### config.mk
export PLATFORM = sky130hd
export DESIGN_NAME = alu_fsm_param
export DESIGN_NICKNAME = d
export VERILOG_FILES = /design/src/rtl/alu_fsm_param.sv
export SDC_FILE = /design/constraint.sdc
export NUM_CORES = 1
export LEC_CHECK = 0
export ABC_AREA = 1
export CAP_MARGIN = 20
export CORE_MARGIN = 5
export CORE_UTILIZATION = 48
export CTS_CLUSTER_DIAMETER = 40
export CTS_CLUSTER_SIZE = 40
export DETAILED_ROUTE_END_ITERATION = 8
export PLACE_DENSITY_LB_ADDON = 0.12
export SYNTH_ARGS = -nofsm -noshare
export SYNTH_HDL_FRONTEND = slang
export SYNTH_SLANG_ARGS = --single-unit
### constraint.sdc
create_clock -name clk -period 4.3 [get_ports clk]
set_clock_uncertainty 0.1 [all_clocks]
set_input_delay 1.29 -clock clk [delete_from_list [all_inputs] [get_ports clk]]
set_output_delay 1.29 -clock clk [all_outputs]
set_load 0.01 [all_outputs]
### src/rtl/alu_fsm_param.sv
// Parametrised FSM-controlled ALU with valid/ready handshakes on both sides.
// Single-cycle logic/arithmetic/shift ops plus an iterative shift-add unsigned multiply.
module alu_fsm_param #(
  parameter int WIDTH = 8
) (
  input  logic             clk,
  input  logic             rst_n,
  input  logic             in_valid,
  output logic             in_ready,
  input  logic [3:0]       opcode,
  input  logic [WIDTH-1:0] a,
  input  logic [WIDTH-1:0] b,
  output logic             out_valid,
  input  logic             out_ready,
  output logic [WIDTH-1:0] result,
  output logic [WIDTH-1:0] result_hi,
  output logic             flag_z,
  output logic             flag_n,
  output logic             flag_c,
  output logic             flag_v,
  output logic             err
);

  localparam int SHW = $clog2(WIDTH);
  localparam logic [SHW-1:0] LAST_STEP = SHW'(WIDTH - 1);

  localparam logic [3:0] OP_ADD = 4'd0;
  localparam logic [3:0] OP_SUB = 4'd1;
  localparam logic [3:0] OP_AND = 4'd2;
  localparam logic [3:0] OP_OR  = 4'd3;
  localparam logic [3:0] OP_XOR = 4'd4;
  localparam logic [3:0] OP_SLL = 4'd5;
  localparam logic [3:0] OP_SRL = 4'd6;
  localparam logic [3:0] OP_SRA = 4'd7;
  localparam logic [3:0] OP_MUL = 4'd8;

  typedef enum logic [1:0] {IDLE, EXEC, MUL, DONE} state_e;

  state_e             state_q, state_d;
  logic [WIDTH-1:0]   a_q, a_d, b_q, b_d;
  logic [3:0]         op_q, op_d;
  logic [2*WIDTH-1:0] acc_q, acc_d;
  logic [SHW-1:0]     cnt_q, cnt_d;
  logic [WIDTH-1:0]   res_q, res_d, hi_q, hi_d;
  logic               z_q, z_d, n_q, n_d, c_q, c_d, v_q, v_d, err_q, err_d;

  logic [SHW-1:0]     shAmt;
  logic [WIDTH:0]     addW, subW, sllW, srlW, sraW, mulSum;
  logic [2*WIDTH-1:0] mulNext;
  logic [WIDTH-1:0]   aluRes;
  logic               aluC, aluV, aluErr;

  assign shAmt = b_q[SHW-1:0];
  assign addW  = {1'b0, a_q} + {1'b0, b_q};
  assign subW  = {1'b0, a_q} - {1'b0, b_q};
  // One extra bit beyond the operand catches the last bit shifted out
  assign sllW  = {1'b0, a_q} << shAmt;
  assign srlW  = {a_q, 1'b0} >> shAmt;
  assign sraW  = $signed({a_q, 1'b0}) >>> shAmt;

  // Shift-add step: low half starts as the multiplier and is consumed LSB first
  assign mulSum  = {1'b0, acc_q[2*WIDTH-1:WIDTH]} + (acc_q[0] ? {1'b0, a_q} : '0);
  assign mulNext = {mulSum, acc_q[WIDTH-1:1]};

  always_comb begin
    aluRes = '0;
    aluC   = 1'b0;
    aluV   = 1'b0;
    aluErr = 1'b0;
    case (op_q)
      OP_ADD: begin
        aluRes = addW[WIDTH-1:0];
        aluC   = addW[WIDTH];
        aluV   = (a_q[WIDTH-1] == b_q[WIDTH-1]) && (addW[WIDTH-1] != a_q[WIDTH-1]);
      end
      OP_SUB: begin
        aluRes = subW[WIDTH-1:0];
        aluC   = subW[WIDTH];
        aluV   = (a_q[WIDTH-1] != b_q[WIDTH-1]) && (subW[WIDTH-1] != a_q[WIDTH-1]);
      end
      OP_AND: aluRes = a_q & b_q;
      OP_OR:  aluRes = a_q | b_q;
      OP_XOR: aluRes = a_q ^ b_q;
      OP_SLL: begin
        aluRes = sllW[WIDTH-1:0];
        aluC   = sllW[WIDTH];
      end
      OP_SRL: begin
        aluRes = srlW[WIDTH:1];
        aluC   = srlW[0];
      end
      OP_SRA: begin
        aluRes = sraW[WIDTH:1];
        aluC   = sraW[0];
      end
      OP_MUL: aluErr = 1'b0;
      default: aluErr = 1'b1;
    endcase
  end

  always_comb begin
    state_d = state_q;
    a_d     = a_q;
    b_d     = b_q;
    op_d    = op_q;
    acc_d   = acc_q;
    cnt_d   = cnt_q;
    res_d   = res_q;
    hi_d    = hi_q;
    z_d     = z_q;
    n_d     = n_q;
    c_d     = c_q;
    v_d     = v_q;
    err_d   = err_q;
    case (state_q)
      IDLE: begin
        if (in_valid) begin
          a_d     = a;
          b_d     = b;
          op_d    = opcode;
          state_d = EXEC;
        end
      end
      EXEC: begin
        if (op_q == OP_MUL) begin
          acc_d   = {{WIDTH{1'b0}}, b_q};
          cnt_d   = '0;
          state_d = MUL;
        end else begin
          // Illegal opcodes leave aluRes at zero but must not raise the zero flag
          res_d   = aluRes;
          hi_d    = '0;
          z_d     = !aluErr && (aluRes == '0);
          n_d     = aluRes[WIDTH-1];
          c_d     = aluC;
          v_d     = aluV;
          err_d   = aluErr;
          state_d = DONE;
        end
      end
      MUL: begin
        acc_d = mulNext;
        cnt_d = cnt_q + 1'b1;
        if (cnt_q == LAST_STEP) begin
          res_d   = mulNext[WIDTH-1:0];
          hi_d    = mulNext[2*WIDTH-1:WIDTH];
          z_d     = (mulNext[WIDTH-1:0] == '0);
          n_d     = mulNext[WIDTH-1];
          c_d     = (mulNext[2*WIDTH-1:WIDTH] != '0);
          v_d     = (mulNext[2*WIDTH-1:WIDTH] != '0);
          err_d   = 1'b0;
          state_d = DONE;
        end
      end
      DONE: begin
        if (out_ready) state_d = IDLE;
      end
      default: state_d = IDLE;
    endcase
  end

  always_ff @(posedge clk or negedge rst_n) begin
    if (!rst_n) begin
      state_q <= IDLE;
      a_q     <= '0;
      b_q     <= '0;
      op_q    <= '0;
      acc_q   <= '0;
      cnt_q   <= '0;
      res_q   <= '0;
      hi_q    <= '0;
      z_q     <= 1'b0;
      n_q     <= 1'b0;
      c_q     <= 1'b0;
      v_q     <= 1'b0;
      err_q   <= 1'b0;
    end else begin
      state_q <= state_d;
      a_q     <= a_d;
      b_q     <= b_d;
      op_q    <= op_d;
      acc_q   <= acc_d;
      cnt_q   <= cnt_d;
      res_q   <= res_d;
      hi_q    <= hi_d;
      z_q     <= z_d;
      n_q     <= n_d;
      c_q     <= c_d;
      v_q     <= v_d;
      err_q   <= err_d;
    end
  end

  assign in_ready  = (state_q == IDLE);
  assign out_valid = (state_q == DONE);
  assign result    = res_q;
  assign result_hi = hi_q;
  assign flag_z    = z_q;
  assign flag_n    = n_q;
  assign flag_c    = c_q;
  assign flag_v    = v_q;
  assign err       = err_q;

endmodule

[Yosys cells after proc, flatten, opt, wreduce, memory -nomap -nowiden]
Index checks and enable logic that the tools add are counted.
Widths: inputs -> output; s select.
Word-level totals
  bits in registers: 62
  output and inout bits: 23
  logic and storage cells: 92
Operators by class
  add/subtract/negate cells: 4
  eq/ne operators: 21
  shift operators: 3
  muxes and demuxes: 34
  bitwise logic cells: 3
  reduce and logical (&&, ||, !) cells: 14
Operator list (count)
  $pmux 8 s8: 1
  $mux 8: 5
  $pmux 16 s2: 1
  $pmux 8 s2: 2
  $add 8x8->9: 2
  $eq 4x3->1 const B: 4
  $logic_not 8->1: 2
  $mux 16: 1
  $pmux 1 s2: 6
  $mux 1: 11
  $reduce_or 9->1: 1
  $shl 8x3->9: 1
  $shr 9x3->9: 1
  $sshr 9x3->9: 1
  $sub 8x8->9: 1
  $and 8x8->8: 1
  $eq 4x2->1 const B: 2
  $ne 2x2->1 const B: 4
  $or 8x8->8: 1
  $pmux 2 s4: 1
  $reduce_bool 8->1: 1
  $xor 8x8->8: 1
  $mux 2: 3
  $pmux 3 s2: 1
  17 further kinds: 24

[Logic depth before layout (Yosys ltp)]
Gate-level depths: netlist of the first run.
  depth after elaboration: 6
  mapped depth: 17

[Least setup slack after synthesis of the first run]
Ideal clock, no wire load.
  kind: register -> register
  start point: register acc_q[0]
  end point: register c_q, in the netlist flag_c
  data arrival time: 2.081 ns
  required time: 4.083 ns
  slack: 2.002 ns
  stages on the path, launching flop included: 17
  path through: dfrtp_1 -> clkbuf_1 -> nand2_1 -> inv_1 -> ha_1 -> inv_1 -> fa_1 -> inv_1 -> nand3_1 -> nand2_1 -> xor2_1 -> nand4_1 -> nand3b_1 -> nand2_1 -> nand2_1 -> nand2_1 -> nand2_1
On the way
  word-level cells in the longest chain between the ends: 5
RTL lines
  from (decl): line 42  | logic [2*WIDTH-1:0] acc_q, acc_d;
  from (signal assigned): line 168  | acc_q <= '0;
  from (signal assigned): line 182  | acc_q <= acc_d;
  $mux 8: line 62  | assign mulSum = {1'b0, acc_q[2*WIDTH-1:WIDTH]} + (acc_q[0] ? {1'b0, a_q} : '0);
  $add 8x8->9: line 62
  $reduce_bool 8->1: line 149  | c_d = (mulNext[2*WIDTH-1:WIDTH] != '0);
  $mux 1: line 144  | if (cnt_q == LAST_STEP) begin
  $pmux 1 s2: line 115  | case (state_q)
  to (signal assigned): line 174  | c_q <= 1'b0;
  to (signal assigned): line 188  | c_q <= c_d;
  to (decl): line 45  | logic z_q, z_d, n_q, n_d, c_q, c_d, v_q, v_d, err_q, err_d;
Every way passes these cells. The select of a mux whose other input is x is not followed.
A chain may end at the register's enable or synchronous reset.

[Worst setup path in the final report of the first run]
  start point: register state_q[1]
  end point: output port in_ready
On the way
  word-level cells in the longest chain between the ends: 1
RTL lines
  from (decl): line 39  | state_e state_q, state_d;
  from (signal assigned): line 178  | state_q <= state_d;
  $logic_not 2->1: line 194  | assign in_ready = (state_q == IDLE);
  to (decl): line 9  | output logic in_ready,
Every way passes these cells.

==> summary.md, run 1 <==
| Metric | Value |
|---|---|
| Worst-Margin Slew | 755.4 ps |
| Fillers | approximately 1.0k |
| Setup crit end kind | output pin |
| R2R Path Start | b_q[1] |
| Port buffer count | 46 |
| # hold bufs at CTS | 0 |
| Crit path from | state_q[1] |
| Slew headroom | 49.45% |
| First-pass GRT wire length | between 20 and 25 mm |
| Hold path depth | 1 |
| Minimum clock period | between 3000 and 4000 ps |
| Vias in the first global route | ~4.9k |
| CP delay by family, top | buffers and inverters |
| Area growth, synth to finish | 14.70% |
| Latest clock arrival within the worst-skew pair | 350 ps |
| Die W | 111.9 um |
| DR WL/cell | between 15 and 20 um |
| Pin count of the biggest net entering global routing | 47 |
| Primary FF master, synth | dfrtp_1 |
| Worst-path cell chain | inv_1 > ha_1 > clkdlybuf4s50_1 |
| Via count | 5096 |
| Sequential area share after synthesis | 30.61% |
| Max cap viols | 0 |
| Die area | 12530 sq um |
| DRC viols | 0 |
| Die span in y | approximately 110 um |
| Post_cts resized | 0 |
| # clock sinks | approximately 60 |
| CTS Buf Count | 9 |
| Crit-path slowest cell | clkdlybuf4s50_1 |
| Setup ws final | ~1200 ps |
| Achievable Freq | around 330 MHz |
| Crit Path Class | register to output pin |
| GRT overflow | 0 |
| Synth Cell Area | 4987 sq um |
| Period utilization | 71.31% |
| Final slew viol count | 0 |
| Setup TNS | 0 ps |
| Routability Congestion | 0.9724 |
| CP bufs+invs | 2 |
| Power Density | slightly below 900 nW/um^2 |
| Pre-antenna DRT Iters | 6 |
| Startpoint types | register |
| Yosys warning count | 0 |
| Cells after Synth | 755 |
| Max VDD drop | just under 0.4 mV |
| I/O Pins | 47 |
| Clock transition at path regs | approximately 70 ps |
| RSZ-0062 raised after global routing | no |
| Final hold viol count | 0 |
| Worst slack at placement | 1352 ps |
| Core ar. | between 10000 and 15000 sq um |
| Total track usage | between 20% and 30% |
| Nets | between 800 and 900 |
| CTS tree | built |
| Hold worst-path end | cnt_q[0] |
| Status | finished clean |
| Iteration-0 DRC Markers | between 400 and 500 |
| HPWL Detailed | 11.48 mm |
| Antenna violations before repair | 0 |
| Share of post-route cells with drive strength above 1 | about 5.4% |
| Critical Path AT | 1680 ps |
| Reg2reg setup slack | about 1300 ps |
| Rows | 37 |
| Initial core utilization | between 40% and 50% |
| CTS Buffer Depth | 2 |
| Syn Area/Cell | approximately 6.6 sq um |
| CP Max Fanout | 4 |
| Root buf cell | clkbuf_8 |
| Final hold slack | ~380 ps |
| Post-synth EDFFs | 0 |
| Vias/cell | 5.491 |
| Synth async-reset ratio | 100.0% |
| Antenna Violating Nets Remaining | 0 |
| Postcts setup bufs | 0 |
| Final wirelength | approximately 15 mm |
| Setup Viol. Count Final | 0 |
| Required time of the critical path | between 2000 and 3000 ps |
| HP Class | register to register |
| Leakage | just under 3 nW |
| Inserted Diodes | 0 |
| Hold path startpoint | cnt_q[0] |
| Mapped Nets | between 800 and 900 |
| Worst stage delay on the critical path | between 500 and 600 ps |
| Worst R2R End | flag_v |
| Yosys cell types | 35 |
| R2r worst-path depth | 12 |
| H-tree Lvls | 3 |
| Synth Register Bits | 61 |
## final cells by class
type	instances	area [sq um]	area share (%)
Clock inverter	5	61.31	1.072
Multi-Input combinational cell	588	3020	52.80
Inverter	76	285.3	4.987
Timing Repair Buffer	51	525.5	9.186
Tap cell	136	170.2	2.975
Clock buffer	11	131.4	2.297
Sequential cell	61	1526	26.68
## cell families (layout without fill, tap and decap cells)
logic type / Yosys count / after routing / synth area share [%]
AOI/OAI and AO/OA: 94 / 94 / 10.39
xor gates and xnor gates: 5 / 5 / 0.8782
buffers and inverters: 106 / 143 / 8.831
DFF: 61 / 61 / 30.61
and+or+nand+nor: 446 / 446 / 38.06
adders and majority gates: 43 / 43 / 11.24
## metrics by stage
| stage | power [mW] | area [sq um] | util [%] | std cells |
|---|---|---|---|---|
| 6_report | 4.963 | 5720 | 55.91 | 928 |
| 5_1_grt | 5.452 | 5720 | 55.91 | 928 |
| 4_1_cts | 4.940 | 5700 | 55.72 | 927 |
| 3_5_place_dp | 4.403 | 5508 | 53.83 | 911 |
| 3_3_place_gp | 4.311 | 5480 | 53.56 | 910 |
| 2_1_floorplan | 3.454 | 4987 | - | 755 |
## sequential cells by signal (all words and copies together), names as in the netlist
| signal | count |
|---|---|
| op_q | 4 |
| b_q | 8 |
| a_q | 8 |
| cnt_q | 3 |
| state_q | 2 |
| flag_c | 1 |
| flag_v | 1 |
| result | 8 |
| result_hi | 8 |
| acc_q | 16 |
| flag_z | 1 |
| err | 1 |
## cell usage in the layout (no fill, tap or decap), types with 2 or more instances in the layout
cell,count
a21oi_1,46
a31oi_1,16
buf_4,3
clkbuf_1,2
clkbuf_8,9
clkdlybuf4s50_1,45
clkinvlp_4,3
dfrtp_1,61
fa_1,3
ha_1,40
inv_1,69
inv_2,7
nand2_1,223
nand2_2,6
nand3_1,87
nand3b_1,6
nand4_1,13
nor2_1,95
nor2_2,4
nor3_1,6
o211ai_1,2
o21ai_0,18
o21ai_1,4
o31ai_1,3
or2_2,2
xnor2_1,2
xor2_1,3
## report_power, final
| part | internal, mW | switching (mW) |
|---|---|---|
| combinational | 1.15 | 2.11 |
| clock | 0.269 | 0.245 |
| sequential | 0.837 | 0.349 |
## cell usage after synthesis, types with 4 or more instances
library cell | count | share of area [%]
nand2_1 | 223 | 17
nor2_1 | 95 | 7.1
nand3_1 | 87 | 8.7
inv_1 | 69 | 5.2
dfrtp_1 | 61 | 31
a21oi_1 | 46 | 4.6
ha_1 | 40 | 10
buf_2 | 19 | 1.9
o21ai_0 | 19 | 1.9
a31oi_1 | 16 | 2.0
nand4_1 | 13 | 1.6
clkbuf_1 | 8 | 0.60
inv_2 | 7 | 0.53
nand2_2 | 6 | 0.75
nand3b_1 | 6 | 0.90
nor3_1 | 6 | 0.60
nor2_2 | 4 | 0.50
## worst register-to-register path, delay by kind of cell, from the launching register on
family | cells | cell delay (ps)
fa+ha+maj | 1 | 460
simple gates | 9 | 800
flops | 1 | 820
buf+inv | 1 | 380
compound gates | 1 | 420
## worst max-delay path by stage
stage,end,slack (ps),depth (start not counted)
after CTS,in_ready,1210,3
after global placement,b_q[0],1250,4
after detailed placement,flag_z,1350,11
after global routing,flag_v,1050,12
after floorplan,flag_c,2000,16
final,in_ready,1230,3
## metal layers
layer  track usage [%]  share of wire, %  vias to the layer above
met5                 0                 0                        -
met4             8.173               2.7                        0
met3             5.978               7.4                       27
met2             37.81                46                      205
met1             33.19                44                     2344
li1                  -                 -                     2520
Power figures use the tool's default switching activity.
==> inputs of run 2 (changes only) <==
clock period = 2.95 ns   (was 4.3 ns; I/O delays follow)
==> summary.md, run 2 (same netlist as run 1, synthesis figures left out) <==
| Metric | Value |
|---|---|
| Rows | 37 |
| Final hold viol count | 0 |
| Iteration-0 DRC Markers | 441 |
| Routed met1 length | approximately 7 mm |
| Leakage | ~3 nW |
| Required time of the critical path | around 2000 ps |
| CTS tree | built |
| Root buf cell | clkbuf_8 |
| Pin count of the biggest net entering global routing | 30 |
| Routed met3 length | about 1.3 mm |
| Via count | about 5.3k |
| Period utilization | approximately nine tenths |
| Largest register by flop count | acc_q |
| Setup TNS | 0 ps |
| CTS Buffer Depth | 2 |
| Final hold slack | about 380 ps |
| Antenna violations before repair | 0 |
| H-tree Lvls | 3 |
| Most frequent cells in the layout | nand2_1, nor2_1, nand3_1, inv_1, dfrtp_1 |
| Setup Viol. Count Final | 0 |
| Commonest non-fill, non-tap cell in the layout | nand2_1 |
| Critical Path AT | around 1700 ps |
| Die area | ~13000 sq um |
| Hold path depth | 1 |
| CP Max Fanout | 5 |
| CTS Buf Count | 9 |
| DRC viols | 0 |
| Core ar. | slightly above 10000 sq um |
| R2R Path Start | acc_q[0] |
| Reg2reg setup slack | just over 300 ps |
| Latest clock arrival within the worst-skew pair | between 300 and 400 ps |
| Die span in y | 111.9 um |
| Routability Congestion | between 0.9 and 1 |
| Met2 WL post-DR | ~7.6 mm |
| Max FFs per register | 16 |
| Max VDD drop | ~0.67 mV |
| GRT overflow | 0 |
| Inserted Diodes | 0 |
| Hold path startpoint | cnt_q[0] |
| Area growth, synth to finish | 16.71% |
| Setup crit end kind | output pin |
| Power Density | between 1000 and 1500 nW/um^2 |
| I/O Pins | 47 |
| R2r worst-path depth | 15 |
| Topmost layer with routed signal wires | met4 |
| Share of post-route cells with drive strength above 1 | under 10% |
| Nets | slightly below 900 |
| Final slew viol count | 0 |
| Achievable Freq | between 300 and 400 MHz |
| Initial core utilization | just under 50% |
| Clock transition at path regs | about 80 ps |
| Vias in the first global route | 4960 |
| Crit Path Class | register to output pin |
| HPWL Detailed | 12.59 mm |
| Port buffer count | 46 |
| HP Class | register to register |
| DR WL/cell | around 17 um |
| # clock sinks | approximately 60 |
| Slew headroom | 59.48% |
| Hold worst-path end | cnt_q[0] |
| Worst-Margin Slew | 607.8 ps |
| Vias/cell | approximately 5.6 |
| RSZ-0062 raised after global routing | no |
| Worst slack at placement | 377.5 ps |
| Antenna Violating Nets Remaining | 0 |
| Max cap viols | 0 |
| Die W | between 100 and 150 um |
| Worst R2R End | flag_v |
| Setup ws final | 287.3 ps |
| Total track usage | 26.11% |
| Pre-antenna DRT Iters | 5 |
| Final wirelength | about 16 mm |
| Startpoint types | register |
| Postcts setup bufs | 0 |
| # hold bufs at CTS | 0 |
| First-pass GRT wire length | ~26 mm |
| Post_cts resized | 0 |
| Status | finished clean |
| Minimum clock period | 2663 ps |
run 2: changes by cell type in the layout (fill, tap and decap cells not counted), sizes merged:
cell / before / now
clkinv: 1 / 4
clkbuf: 11 / 10
inv: 76 / 77
buf: 6 / 20
clkinvlp: 3 / 0
run 2: per-stage QoR:
| step | util (%) | instance area (sq um) | total power, mW | instances |
|---|---|---|---|---|
| after global routing | 56.89 | 5821 | 8.171 | 942 |
| final | 56.89 | 5821 | 7.483 | 942 |
| after CTS | 56.89 | 5821 | 7.447 | 942 |
| after global placement | 54.86 | 5613 | 6.555 | 926 |
| after floorplan | - | 4987 | 5.035 | 755 |
| after detailed placement | 54.86 | 5613 | 6.605 | 926 |
run 2: routing by layer:
metal / GRT usage [%] / vias up
met5: 0 / -
met1: 34.23 / 2492
met2: 42.45 / 188
li1: - / 2547
met3: 7.174 / 31
met4: 7.452 / 0
run 2: worst max-delay path by stage:
stage               start  cells past startpoint  endpoint  slack, ps
2_1_floorplan    acc_q[0]                     16    flag_c        650
3_3_place_gp     acc_q[0]                     15    flag_v        390
3_5_place_dp     acc_q[0]                     15    flag_c        380
4_1_cts        state_q[1]                      3  in_ready        250
5_1_grt          acc_q[0]                     15    flag_v        140
6_report       state_q[0]                      3  in_ready        290
run 2: area by class of cell:
type | instances | area, sq um
Inverter | 76 | 285.3
Clock buffer | 10 | 137.6
Clock inverter | 6 | 70.07
Timing Repair Buffer | 65 | 610.6
Fill cell | 1046 | 4410
Multi-Input combinational cell | 588 | 3020
Tap cell | 136 | 170.2
Sequential cell | 61 | 1526
run 2: report_power, final:
part / switching [mW] / leakage, nW / internal [mW]
Sequential: 0.341 / 0.723 / 1.22
Combinational: 3.35 / 2.18 / 1.77
Clock: 0.382 / 0.107 / 0.419
Total: 4.07 / 3.01 / 3.41
run 2: worst max-delay path, cell delays in order, from the launching register on:
cell and delay [ps]:
dfrtp_1 420, inv_1 110, ha_1 220, clkdlybuf4s50_1 560
==> inputs of run 3 (changes only) <==
HOLD_SLACK_MARGIN = 0.05   (was unset)
==> results of run 3 <==
Final layout, timing and power as in run 2 (identical DEF).
